[src/rtl/uart_pkg.sv]
// Shared types and reset constants for the UART transmit scheduler.
package uart_pkg;

  typedef enum logic [1:0] {
    IDLE,
    WAIT_ACC,
    WAIT_DONE
  } sched_state_t;

  localparam logic [3:0] DEF_BAUD  = 4'h0;
  localparam logic       DEF_EIGHT = 1'b1;
  localparam logic       DEF_PEN   = 1'b0;
  localparam logic       DEF_OHEL  = 1'b0;

endpackage

[src/rtl/uart_tx_sched_rr_arbiter.sv]
// Combinational round-robin pick: first set request at or after rr_ptr, modulo N.
module rr_arbiter #(
  parameter int unsigned N  = 4,
  parameter int unsigned PW = 2
) (
  input  logic [N-1:0]  req,
  input  logic [PW-1:0] rr_ptr,
  output logic [N-1:0]  winner,
  output logic [PW-1:0] idx,
  output logic          valid
);

  int unsigned pos;

  always_comb begin
    winner = '0;
    idx    = '0;
    valid  = 1'b0;
    pos    = 0;
    for (int unsigned k = 0; k < N; k++) begin
      pos = 32'(rr_ptr) + k;
      if (pos >= N) pos = pos - N;
      if (!valid && req[pos[PW-1:0]]) begin
        valid                = 1'b1;
        winner[pos[PW-1:0]]  = 1'b1;
        idx                  = pos[PW-1:0];
      end
    end
  end

endmodule

[src/rtl/uart_tx_sched.sv]
// Round-robin scheduler sharing one UART transmit engine between N byte requesters;
// frame configuration is frozen from the load edge until the engine reports idle again.
module uart_tx_sched
  import uart_pkg::*;
#(
  parameter int unsigned N           = 4,
  parameter int unsigned ACC_TIMEOUT = 16,
  parameter logic [3:0]  RST_BAUD    = DEF_BAUD
) (
  input  logic           clk,
  input  logic           reset,
  input  logic [N-1:0]   req,
  input  logic [8*N-1:0] req_data,
  input  logic [3:0]     cfg_baud,
  input  logic           cfg_eight,
  input  logic           cfg_pen,
  input  logic           cfg_ohel,
  input  logic           tx_rdy,
  output logic [N-1:0]   grant,
  output logic           load,
  output logic [7:0]     out_data,
  output logic [3:0]     baud_value,
  output logic           EIGHT,
  output logic           PEN,
  output logic           OHEL,
  output logic           busy,
  output logic           frame_done,
  output logic           acc_err
);

  localparam int unsigned PW = (N > 1) ? $clog2(N) : 1;
  localparam int unsigned AW = (ACC_TIMEOUT > 1) ? $clog2(ACC_TIMEOUT) : 1;

  sched_state_t  state_q, state_d;
  logic [PW-1:0] rr_ptr_q, rr_ptr_d;
  logic [AW-1:0] acc_cnt_q, acc_cnt_d;
  logic [N-1:0]  grant_d;
  logic          load_d, busy_d, frame_done_d, acc_err_d;
  logic [7:0]    data_d, data_sel;
  logic [3:0]    baud_d;
  logic          eight_d, pen_d, ohel_d;

  logic [N-1:0]  win_oh;
  logic [PW-1:0] win_idx;
  logic          win_vld;

  rr_arbiter #(
    .N  (N),
    .PW (PW)
  ) u_arb (
    .req    (req),
    .rr_ptr (rr_ptr_q),
    .winner (win_oh),
    .idx    (win_idx),
    .valid  (win_vld)
  );

  always_comb begin
    data_sel = '0;
    for (int unsigned i = 0; i < N; i++) begin
      if (win_idx == PW'(i)) data_sel = req_data[8*i +: 8];
    end
  end

  always_comb begin
    state_d      = state_q;
    rr_ptr_d     = rr_ptr_q;
    acc_cnt_d    = acc_cnt_q;
    grant_d      = '0;
    load_d       = 1'b0;
    data_d       = out_data;
    baud_d       = baud_value;
    eight_d      = EIGHT;
    pen_d        = PEN;
    ohel_d       = OHEL;
    frame_done_d = 1'b0;
    acc_err_d    = 1'b0;
    unique case (state_q)
      IDLE: begin
        baud_d  = cfg_baud;
        eight_d = cfg_eight;
        pen_d   = cfg_pen;
        ohel_d  = cfg_ohel;
        if (tx_rdy && win_vld) begin
          grant_d   = win_oh;
          load_d    = 1'b1;
          data_d    = data_sel;
          rr_ptr_d  = (win_idx == PW'(N-1)) ? '0 : win_idx + 1'b1;
          acc_cnt_d = '0;
          state_d   = WAIT_ACC;
        end
      end
      WAIT_ACC: begin
        // The edge that would bring acc_cnt to ACC_TIMEOUT-1 is the abort edge.
        if (!tx_rdy) begin
          state_d = WAIT_DONE;
        end else if (acc_cnt_q == AW'(ACC_TIMEOUT-2)) begin
          acc_err_d = 1'b1;
          state_d   = IDLE;
        end else begin
          acc_cnt_d = acc_cnt_q + 1'b1;
        end
      end
      WAIT_DONE: begin
        if (tx_rdy) begin
          frame_done_d = 1'b1;
          state_d      = IDLE;
        end
      end
      default: state_d = IDLE;
    endcase
    busy_d = (state_d != IDLE);
  end

  always_ff @(posedge clk) begin
    if (reset) begin
      state_q    <= IDLE;
      rr_ptr_q   <= '0;
      acc_cnt_q  <= '0;
      grant      <= '0;
      load       <= 1'b0;
      out_data   <= '0;
      baud_value <= RST_BAUD;
      EIGHT      <= DEF_EIGHT;
      PEN        <= DEF_PEN;
      OHEL       <= DEF_OHEL;
      busy       <= 1'b0;
      frame_done <= 1'b0;
      acc_err    <= 1'b0;
    end else begin
      state_q    <= state_d;
      rr_ptr_q   <= rr_ptr_d;
      acc_cnt_q  <= acc_cnt_d;
      grant      <= grant_d;
      load       <= load_d;
      out_data   <= data_d;
      baud_value <= baud_d;
      EIGHT      <= eight_d;
      PEN        <= pen_d;
      OHEL       <= ohel_d;
      busy       <= busy_d;
      frame_done <= frame_done_d;
      acc_err    <= acc_err_d;
    end
  end

endmodule

[config.mk]
export PLATFORM = sky130hd
export DESIGN_NAME = uart_tx_sched
export DESIGN_NICKNAME = d
export VERILOG_FILES = /design/src/rtl/uart_pkg.sv /design/src/rtl/uart_tx_sched_rr_arbiter.sv /design/src/rtl/uart_tx_sched.sv
export SDC_FILE = /design/constraint.sdc
export NUM_CORES = 1
export LEC_CHECK = 0
export ABC_AREA = 1
export ABC_CLOCK_PERIOD_IN_PS = 5200
export BUFFER_PORTS_ARGS = -buffer_cell sky130_fd_sc_hd__buf_2
export CAP_MARGIN = 0
export CORE_MARGIN = 8
export CORE_UTILIZATION = 55
export CTS_CLUSTER_SIZE = 8
export DETAILED_ROUTE_END_ITERATION = 7
export PLACE_DENSITY = 0.95
export SKIP_LAST_GASP = 1
export SYNTH_ARGS = -nofsm -noshare
export SYNTH_HDL_FRONTEND = slang
export SYNTH_SLANG_ARGS = --single-unit
[constraint.sdc]
create_clock -name clk -period 5.2 [get_ports clk]
set_clock_uncertainty 0.2 [all_clocks]
set_input_delay 1.04 -clock clk [delete_from_list [all_inputs] [get_ports clk]]
set_output_delay 1.04 -clock clk [all_outputs]
set_load 0.005 [all_outputs]
# After elaboration in Yosys (flattened, before gate mapping)
# Cells that the tools add are included.
# totals
register_bits,31
in_bits,46
# classes
add_sub_neg,9
magnitude_cmp,12
n_eq_ne,9
muxes,49
bitwise_logic,8
n_reduce_logical,21
# ops
op,n
$mux W8,4
$mux W4,7
$mux W2,13
$mux W1,15
$lt A2 B3 Y1 const B,4
$or A4 B4 Y4,3
$ge A3 B3 Y1 const B,3
$bmux W1 S2,4
$demux W1 S2,4
$ge A2 B1 Y1 const B,4
$logic_and A1 B1 Y1,8
$pmux W4 S2,1
$sub A2 B1 Y2 const B,4
$add A2 B2 Y3 const B,2
$eq A2 B2 Y1 const B,3
$ne A2 B2 Y1 const B,3
$pmux W2 S3,1
$reduce_or A3 Y1,2
$not A1 Y1,5
$add A4 B1 Y4 const B,1
$eq A2 B1 Y1 const B,2
$eq A4 B4 Y1 const B,1
$logic_not A2 Y1,2
$reduce_and A4 Y1,1
7 further kinds,11

# Longest topological paths before layout
# Gate-level depths: netlist of the first run.
# depth
word_depth,19
mapped_depth,22
ltp_nobuf,21

# Hierarchy
# From an unflattened synthesis of the first run, not the netlist that was laid out.
# hier_totals
hier_cells,288
hier_area_um2,1935.6
# modules_own_cells
module,instances,cells_per_inst,area_per_inst_um2,seq_area_each_um2
uart_tx_sched,1,214,1495.2,620.6
rr_arbiter,1,74,440.4,0.0

# Worst setup path after synthesis of the first run
# OpenSTA, ideal clock, no wires.
# synth_path
path_type,input -> register
from,input port req[3]
to,register out_data[0]
arrival_ns,3.032
slack_ns,1.897
cell_stages,19
path_cell_list,inv_1 nand2_1 nand3_4 nand2_8 nor2_2 inv_1 o211ai_1 inv_1 nand2_1 inv_1 ha_1 clkbuf_1 nor2_2 nand2_1 nand2_1 o21ai_0 o21ai_0 nand3_2 a21oi_2
# synth_via
elab_chain_len,17
elab_cells_between_ends,32
cone_classes,3 x eq/ne; 20 x mux; 9 x reduce/logical
# synth_lines
element,line_no,rtl
"start, declared",uart_tx_sched.sv:12,"input logic [N-1:0] req,"
$bmux W1 S2,uart_tx_sched_rr_arbiter.sv:23,if (!valid && req[pos[PW-1:0]]) begin
$mux W1 (implied by the code),uart_tx_sched_rr_arbiter.sv:23,
$mux W1,uart_tx_sched_rr_arbiter.sv:23,
$logic_not A1 Y1,uart_tx_sched_rr_arbiter.sv:23,
$logic_and A1 B1 Y1,uart_tx_sched_rr_arbiter.sv:23,
$mux W1,uart_tx_sched_rr_arbiter.sv:23,
$logic_not A1 Y1,uart_tx_sched_rr_arbiter.sv:23,
$logic_and A1 B1 Y1,uart_tx_sched_rr_arbiter.sv:23,
$mux W1,uart_tx_sched_rr_arbiter.sv:23,
$logic_not A1 Y1,uart_tx_sched_rr_arbiter.sv:23,
$logic_and A1 B1 Y1,uart_tx_sched_rr_arbiter.sv:23,
$mux W2,uart_tx_sched_rr_arbiter.sv:23,
$logic_not A2 Y1,uart_tx_sched.sv:61,if (win_idx == PW'(i)) data_sel = req_data[8*i +: 8];
$mux W8 (4 in a row),uart_tx_sched.sv:61,
"end signal, assigned",uart_tx_sched.sv:136,out_data <= data_d;
"end, declared",uart_tx_sched.sv:21,"output logic [7:0] out_data,"
# Parallel ways exist; a longest one is shown, timed or not. The select of a mux whose other input is x is not followed.
# A chain may end at the register's enable or synchronous reset.

# Worst setup path in the final report of the first run
# layout_path
from,register rr_ptr_q[0]
to,register out_data[0]
# layout_via
elab_chain_len,19
elab_cells_between_ends,47
cone_classes,7 x add/sub; 4 x order compare; 3 x eq/ne; 24 x mux; 9 x reduce/logical
# layout_lines
element,line_no,rtl
"start, declared",uart_tx_sched.sv:35,"logic [PW-1:0] rr_ptr_q, rr_ptr_d;"
"start signal, assigned",uart_tx_sched.sv:132,rr_ptr_q <= rr_ptr_d;
branches (longest 19 deep; another with $add A2 B1 Y3),n/a,
# Several ways; the timed one is not identified. The select of a mux whose other input is x is not followed.

==> results of run 1 <==
-- area by class of cell --
| class | count | area (um^2) | area share [%] |
|---|---|---|---|
| inverter | 30 | 120 | 4.76 |
| tap | 48 | 60.1 | 2.38 |
| clock buffer | 6 | 82.6 | 3.27 |
| timing repair buffer | 68 | 340 | 13.5 |
| multi-input combinational | 206 | 1270 | 50.1 |
| sequential | 31 | 621 | 24.6 |
| clock inverter | 2 | 35.0 | 1.39 |
-- report_power, final --
group,switching [W],total [W],internal [W]
sequential,0.0000377,0.000316,0.000279
combinational,0.000588,0.000913,0.000325
clock,0.0000879,0.000243,0.000155
-- cell families (layout without fill, tap and decap cells) --
group                      Yosys count  count (layout)  share of synthesized area (%)
AOI/OAI and AO/OA                   54              54                           15.8
adders and majority gates           14              14                           8.43
and+or+nand+nor                    137             137                           36.3
xor gates and xnor gates             1               1                          0.422
buffers and inverters               40             106                           9.16
DFF                                 31              31                           29.9
-- synth_stat cells, types with 6 or more instances --
| library cell | instances | area, um^2 |
|---|---|---|
| a21oi_2 | 11 | 96.3 |
| a21oi_1 | 12 | 60.1 |
| clkbuf_1 | 6 | 22.5 |
| o21ai_0 | 21 | 105 |
| nand3_2 | 8 | 80.1 |
| ha_1 | 14 | 175 |
| nand2_1 | 61 | 229 |
| nand3_1 | 22 | 110 |
| dfxtp_1 | 31 | 621 |
| nand2_2 | 8 | 50.1 |
| nor2_1 | 19 | 71.3 |
| inv_1 | 25 | 93.8 |
-- registers in the layout (all words and copies together), names as in the netlist, 2 cells and up --
signal,cells
grant,4
acc_cnt_q,4
baud_value,4
rr_ptr_q,2
state_q,2
out_data,8
-- metal layers --
layer / vias to the layer above / global-route usage, % / part of all wire (%)
met2: 55 / 30.5 / 48
li1: 1037 / - / -
met4: 0 / 6.79 / 1.8
met5: - / 0 / 0
met1: 897 / 18.4 / 43
met3: 10 / 7.83 / 7.1
-- final timing paths --
check	depth (start not counted)	to	from	slack, ns
setup / recovery	20	out_data[0]	rr_ptr_q[0]	1.43
hold / removal	2	out_data[4]	out_data[4]	0.28
setup reg to reg	20	out_data[0]	rr_ptr_q[0]	1.43
hold reg to reg	2	out_data[4]	out_data[4]	0.28
-- through the flow --
stage               area, um^2  util (%)  std cells  setup slack, ns
finish                    2520      69.5        391             1.43
global route              2520      69.5        391             1.13
CTS                       2520      69.5        391             1.47
detailed placement        2410      66.3        383             1.43
global placement          2410      66.3        383             1.52
floorplan                 2080         -        277             1.90
-- worst register-to-register path: stages, from the launching register on --
cell and delay [ns]:
dfxtp_1 0.65, inv_6 0.12, ha_1 0.36, inv_1 0.13
nand3_1 0.11, nand2_2 0.13, inv_2 0.08, nor2_8 0.15
nand3_1 0.09, o211ai_1 0.09, inv_1 0.06, nand2_1 0.10
inv_1 0.07, ha_1 0.30, nor2_2 0.32, nand2_1 0.09
nand2_1 0.06, o21ai_0 0.07, o21ai_0 0.29, nand3_2 0.11
a21oi_2 0.13
==> impl_metrics.csv, run 1 <==
group,metric,value,unit
cts,cts_buffers,5,
placed_design,port_buffers,68,
sta,finalSetupTns,0,ns
setup_path,crit_fanout,12,
setup_path,path_buf_inv,5,
layout,drive_gt1_share,35.3,%
setup_path,cp.required,5.21,ns
cts,insertion_delay,0.28,ns
synth,synth-seq-area-share,29.9,%
setup_path,cp-end-kind,"flip-flop",
cts,ctsHoldBuffers,0,
floorplan,io-pin-count,69,
setup_path,critPathArrivalTime,3.78,ns
sta,drv_slew,0,
layout,final.fill_count,310,
grt,antenna_found_initial,0,
layout,area_growth,21.6,%
floorplan,initial_utilization,57.2,%
synth,syn_avg_cell_area,7.50,um^2
cts,clk_path_buf_depth,2,
detailed_routing,drt-vias-per-instance,5.11,
cts,h-tree-depth,2,
grt,grt_usage,17.6,%
setup_path,cp_top_family,"simple AND/OR/NAND/NOR gates",
synth,ys_types,34,
synth,syn_area,2080,um^2
grt,gr-total-overflow,0,
synth,synth_seq_cells,31,
setup_path,cpPeakStageDelay,0.65,ns
sta,hold_ws,0.280,ns
detailed_routing,drt_iter0_drc,204,
floorplan,std_cell_rows,22,
floorplan,fp.coreArea,3630,um^2
detailed_routing,dr.pass1.iters,4,
sta,finalSetupViolations,0,
cts,cts_setup_buffers,0,
synth,syn-instance-count,277,
grt,grt_pass1_wl,8960,um
sta,hold_violations,0,
detailed_routing,route.detailed.drc,0,
grt,grt_max_degree,18,
setup_path,path_class,"flip-flop to flip-flop",
outcome,status,"finished clean",
grt,grt_pass1_vias,2106,
pwr,p_total,0.00147,W
cts,clk_pin_slew,0.06,ns
layout,nets,402,
synth,synth_edf_count,0,
placed_design,routabilityCongestion,0.936,
setup_path,crit_chain,"inv_6 -> ha_1 -> inv_1 -> nand3_1 -> nand2_2 -> inv_2 -> nor2_8 -> nand3_1 -> o211ai_1 -> inv_1 -> nand2_1 -> inv_1 -> ha_1 -> nor2_2 -> nand2_1 -> nand2_1 -> o21ai_0 -> o21ai_0 -> nand3_2 -> a21oi_2",
synth,yosys_warnings,0,
run,drv_cap,0,
cts,cts_resized,0,
pwr,vdd_ir_drop_max,464,uV
synth,syn-num-nets,337,
placed_design,dp_hpwl,3950,um
pwr,leakagePower,1.23,nW
layout,final_common_cell,"buf_2",
layout,final_cell_mix,"buf_2 (68), nand2_1 (61), dfxtp_1 (31), inv_1 (25), nand3_1 (22)",
detailed_routing,wl_per_cell,13.2,um
sta,max_slew_margin,65.3,%
sta,worst_pin_slew,0.519,ns
floorplan,die_h,77.5,um
detailed_routing,num_vias,1999,
pwr,p_per_area,583,nW/um^2
floorplan,die_area,6000,um^2
synth,ys.flop_type,"dfxtp_1",
sta,fmax,265,MHz
detailed_routing,postRouteWirelength,5170,um
hold_path,hp-class,"flip-flop to flip-flop",
layout,antenna_cells,0,
sta,rsz0062_at_grt,"false",
synth,async_flop_share,0,%
cts,cts_sinks,31,
floorplan,die_width,77.5,um
setup_path,crit_slowest_cell,"dfxtp_1",
sta,timing.final.crit_period,3.77,ns
setup_path,start_kind,"flip-flop",
cts,tritoncts,"built",
cts,root_buffer,"clkbuf_8",
sta,min_period_over_period,72.5,%
detailed_routing,ant_nets,0,
Note: power is estimated with default switching activity, not from simulation.
==> run 2, diff against run 1 <==
--- a/config.mk
+++ b/config.mk
@@ -6,14 +6,14 @@
 export NUM_CORES = 1
 export LEC_CHECK = 0
 export ABC_AREA = 1
-export ABC_CLOCK_PERIOD_IN_PS = 5200
+export ABC_CLOCK_PERIOD_IN_PS = 3200
 export BUFFER_PORTS_ARGS = -buffer_cell sky130_fd_sc_hd__buf_2
 export CAP_MARGIN = 0
 export CORE_MARGIN = 8
-export CORE_UTILIZATION = 55
+export CORE_UTILIZATION = 46
 export CTS_CLUSTER_SIZE = 8
 export DETAILED_ROUTE_END_ITERATION = 7
-export PLACE_DENSITY = 0.95
+export PLACE_DENSITY = 0.86
 export SKIP_LAST_GASP = 1
 export SYNTH_ARGS = -nofsm -noshare
 export SYNTH_HDL_FRONTEND = slang
==> constraint.sdc (replaced) <==
create_clock -name clk -period 3.2 [get_ports clk]
set_clock_uncertainty 0.2 [all_clocks]
set_input_delay 0.64 -clock clk [delete_from_list [all_inputs] [get_ports clk]]
set_output_delay 0.64 -clock clk [all_outputs]
set_load 0.005 [all_outputs]
==> run 2 against run 1 <==
Net effect: cell count increased by 4.3%; core utilization decreased by 8.9 points; setup slack got worse by 1.2 ns; die area increased by 15%; via count increased by 4.2%; global-route usage decreased by 2.5 points; total power increased by 73%; hold slack got worse by 0.019 ns; flip-flop and latch count unchanged; largest power group unchanged.
==> impl_metrics.csv, run 2 (synthesized netlist as in run 1, its figures left out) <==
group,metric,value,unit
sta,rsz0062_at_grt,"false",
outcome,status,"finished clean",
pwr,leakagePower,1.29,nW
sta,worst_pin_slew,0.475,ns
sta,drv_slew,0,
grt,grt_pass1_wl,9140,um
grt,antenna_found_initial,0,
sta,timing.final.crit_period,2.99,ns
layout,nets,415,
hold_path,hp-class,"flip-flop to flip-flop",
hold_path,holdPathStages,2,
setup_path,reg2regPathDepth,20,
detailed_routing,drt-vias-per-instance,5.10,
detailed_routing,dr.pass1.iters,4,
cts,ctsHoldBuffers,0,
sta,hold_ws,0.261,ns
floorplan,initial_utilization,47.7,%
detailed_routing,top_layer,"met4",
detailed_routing,wl_met2,2660,um
setup_path,crit_chain,"inv_6 -> ha_4 -> inv_2 -> nand3_1 -> nand2_2 -> inv_2 -> nor2_8 -> buf_4 -> nand2_1 -> nand3_1 -> nand2_2 -> inv_1 -> ha_1 -> buf_4 -> a21oi_1 -> nand2_1 -> o21ai_0 -> o21ai_0 -> nand3_2 -> a21oi_2",
detailed_routing,num_vias,2082,
layout,regMostFlops,"out_data",
setup_path,critPathArrivalTime,3.01,ns
detailed_routing,wl_per_cell,13.0,um
setup_path,r2r_slack,0.21,ns
sta,fmax,334,MHz
detailed_routing,route.detailed.drc,0,
cts,h-tree-depth,2,
hold_path,min_to,"EIGHT",
placed_design,placed_area,2460,um^2
detailed_routing,postRouteWirelength,5310,um
placed_design,routabilityCongestion,0.894,
setup_path,path_class,"flip-flop to flip-flop",
floorplan,die_h,83.2,um
cts,tritoncts,"built",
setup_path,cpPeakStageDelay,0.37,ns
sta,max_slew_margin,68.3,%
sta,finalSetupViolations,0,
pwr,vdd_ir_drop_max,644,uV
run,drv_cap,0,
detailed_routing,wl_met3,278,um
detailed_routing,wl_met1,2320,um
layout,final_common_cell,"buf_2",
cts,root_buffer,"clkbuf_8",
pwr,p_per_area,966,nW/um^2
placed_design,port_buffers,68,
detailed_routing,ant_nets,0,
layout,antenna_cells,0,
floorplan,die_width,83.2,um
floorplan,die_area,6920,um^2
grt,grt_pass1_vias,2062,
layout,largest_register_ff_count,8,
grt,gr-total-overflow,0,
layout,final_cell_mix,"buf_2 (68), nand2_1 (61), dfxtp_1 (30), inv_1 (24), nand3_1 (22)",
sta,hold_violations,0,
setup_path,start_kind,"flip-flop",
setup_path,worstReg2RegEnd,"out_data[0]",
setup_path,cp-end-kind,"flip-flop",
layout,drive_gt1_share,38.5,%
pwr,p_total,0.00255,W
setup_path,crit_fanout,8,
cts,insertion_delay,0.28,ns
layout,area_growth,27.0,%
grt,grt_max_degree,18,
cts,clk_path_buf_depth,2,
layout,final.fill_count,387,
setup_path,crit_slowest_cell,"dfxtp_2",
cts,cts_sinks,31,
hold_path,hp-start,"EIGHT",
detailed_routing,drt_iter0_drc,59,
placed_design,dp_hpwl,4140,um
layout,fin_area,2640,um^2
floorplan,io-pin-count,69,
sta,min_period_over_period,93.4,%
grt,grt_usage,15.1,%
setup_path,r2r-start,"rr_ptr_q[0]",
floorplan,std_cell_rows,24,
floorplan,fp.coreArea,4350,um^2
setup_path,cp.required,3.22,ns
cts,clk_pin_slew,0.07,ns
cts,cts_buffers,5,
run 2: worst max-delay path: cells and delay by family, from the launching register on:
kind / cells / cell delay (ns)
and+or+nand+nor: 8 / 0.78
adders and majority gates: 2 / 0.47
AOI/OAI and AO/OA: 4 / 0.50
DFF: 1 / 0.37
buffers and inverters: 6 / 0.61
run 2: routing by layer:
layer	global-route usage [%]	up-vias
li1	-	1067
met1	17.8	942
met3	4.59	6
met5	0	-
met2	25.5	67
met4	4.47	0
run 2: through the flow:
step	instances	utilization, %	setup WS (ns)	setup TNS [ns]
6_report	408	60.6	0.210	0
5_1_grt	408	60.6	0.00367	0
4_1_cts	402	59.1	0.00642	0
3_5_place_dp	394	56.6	-0.0618	-0.0733
3_3_place_gp	394	56.6	0.0613	0
2_1_floorplan	277	-	0.0423	0
run 2: worst max-delay path by stage:
stage / startpoint / end / slack [ns] / depth (start not counted)
floorplan: rr_ptr_q[0] / out_data[0] / 0.04 / 22
global placement: req[3] / out_data[2] / 0.06 / 19
detailed placement: rr_ptr_q[0] / out_data[2] / -0.06 / 20
CTS: rr_ptr_q[0] / out_data[2] / 0.006 / 20
global route: rr_ptr_q[0] / out_data[7] / 0.004 / 20
finish: rr_ptr_q[0] / out_data[0] / 0.21 / 20
run 2: cell type report:
cell class                 count  area (um^2)  share of cell area, %
multi-input combinational    206         1290                   48.9
sequential                    31          622                   23.6
timing repair buffer          81          438                   16.6
inverter                      30          120                   4.55
clock buffer                   7         96.3                   3.65
tap                           52         65.1                   2.47
clock inverter                 1         7.51                  0.285
run 2: what timing repair did:
item,in CTS,in global routing
setup endpoints to repair,3,8
setup buffers,0,6
gates cloned,0,0
pin swaps,0,4
gates resized for setup,1,7
run 2: where the power goes:
part	internal, W	leakage (nW)	total, W	switching, W
sequential	0.000454	0.255	0.000491	0.0000369
combinational	0.000684	0.982	0.00171	0.00103
clock	0.000196	0.0505	0.000345	0.000149
total	0.00133	1.29	0.00255	0.00122
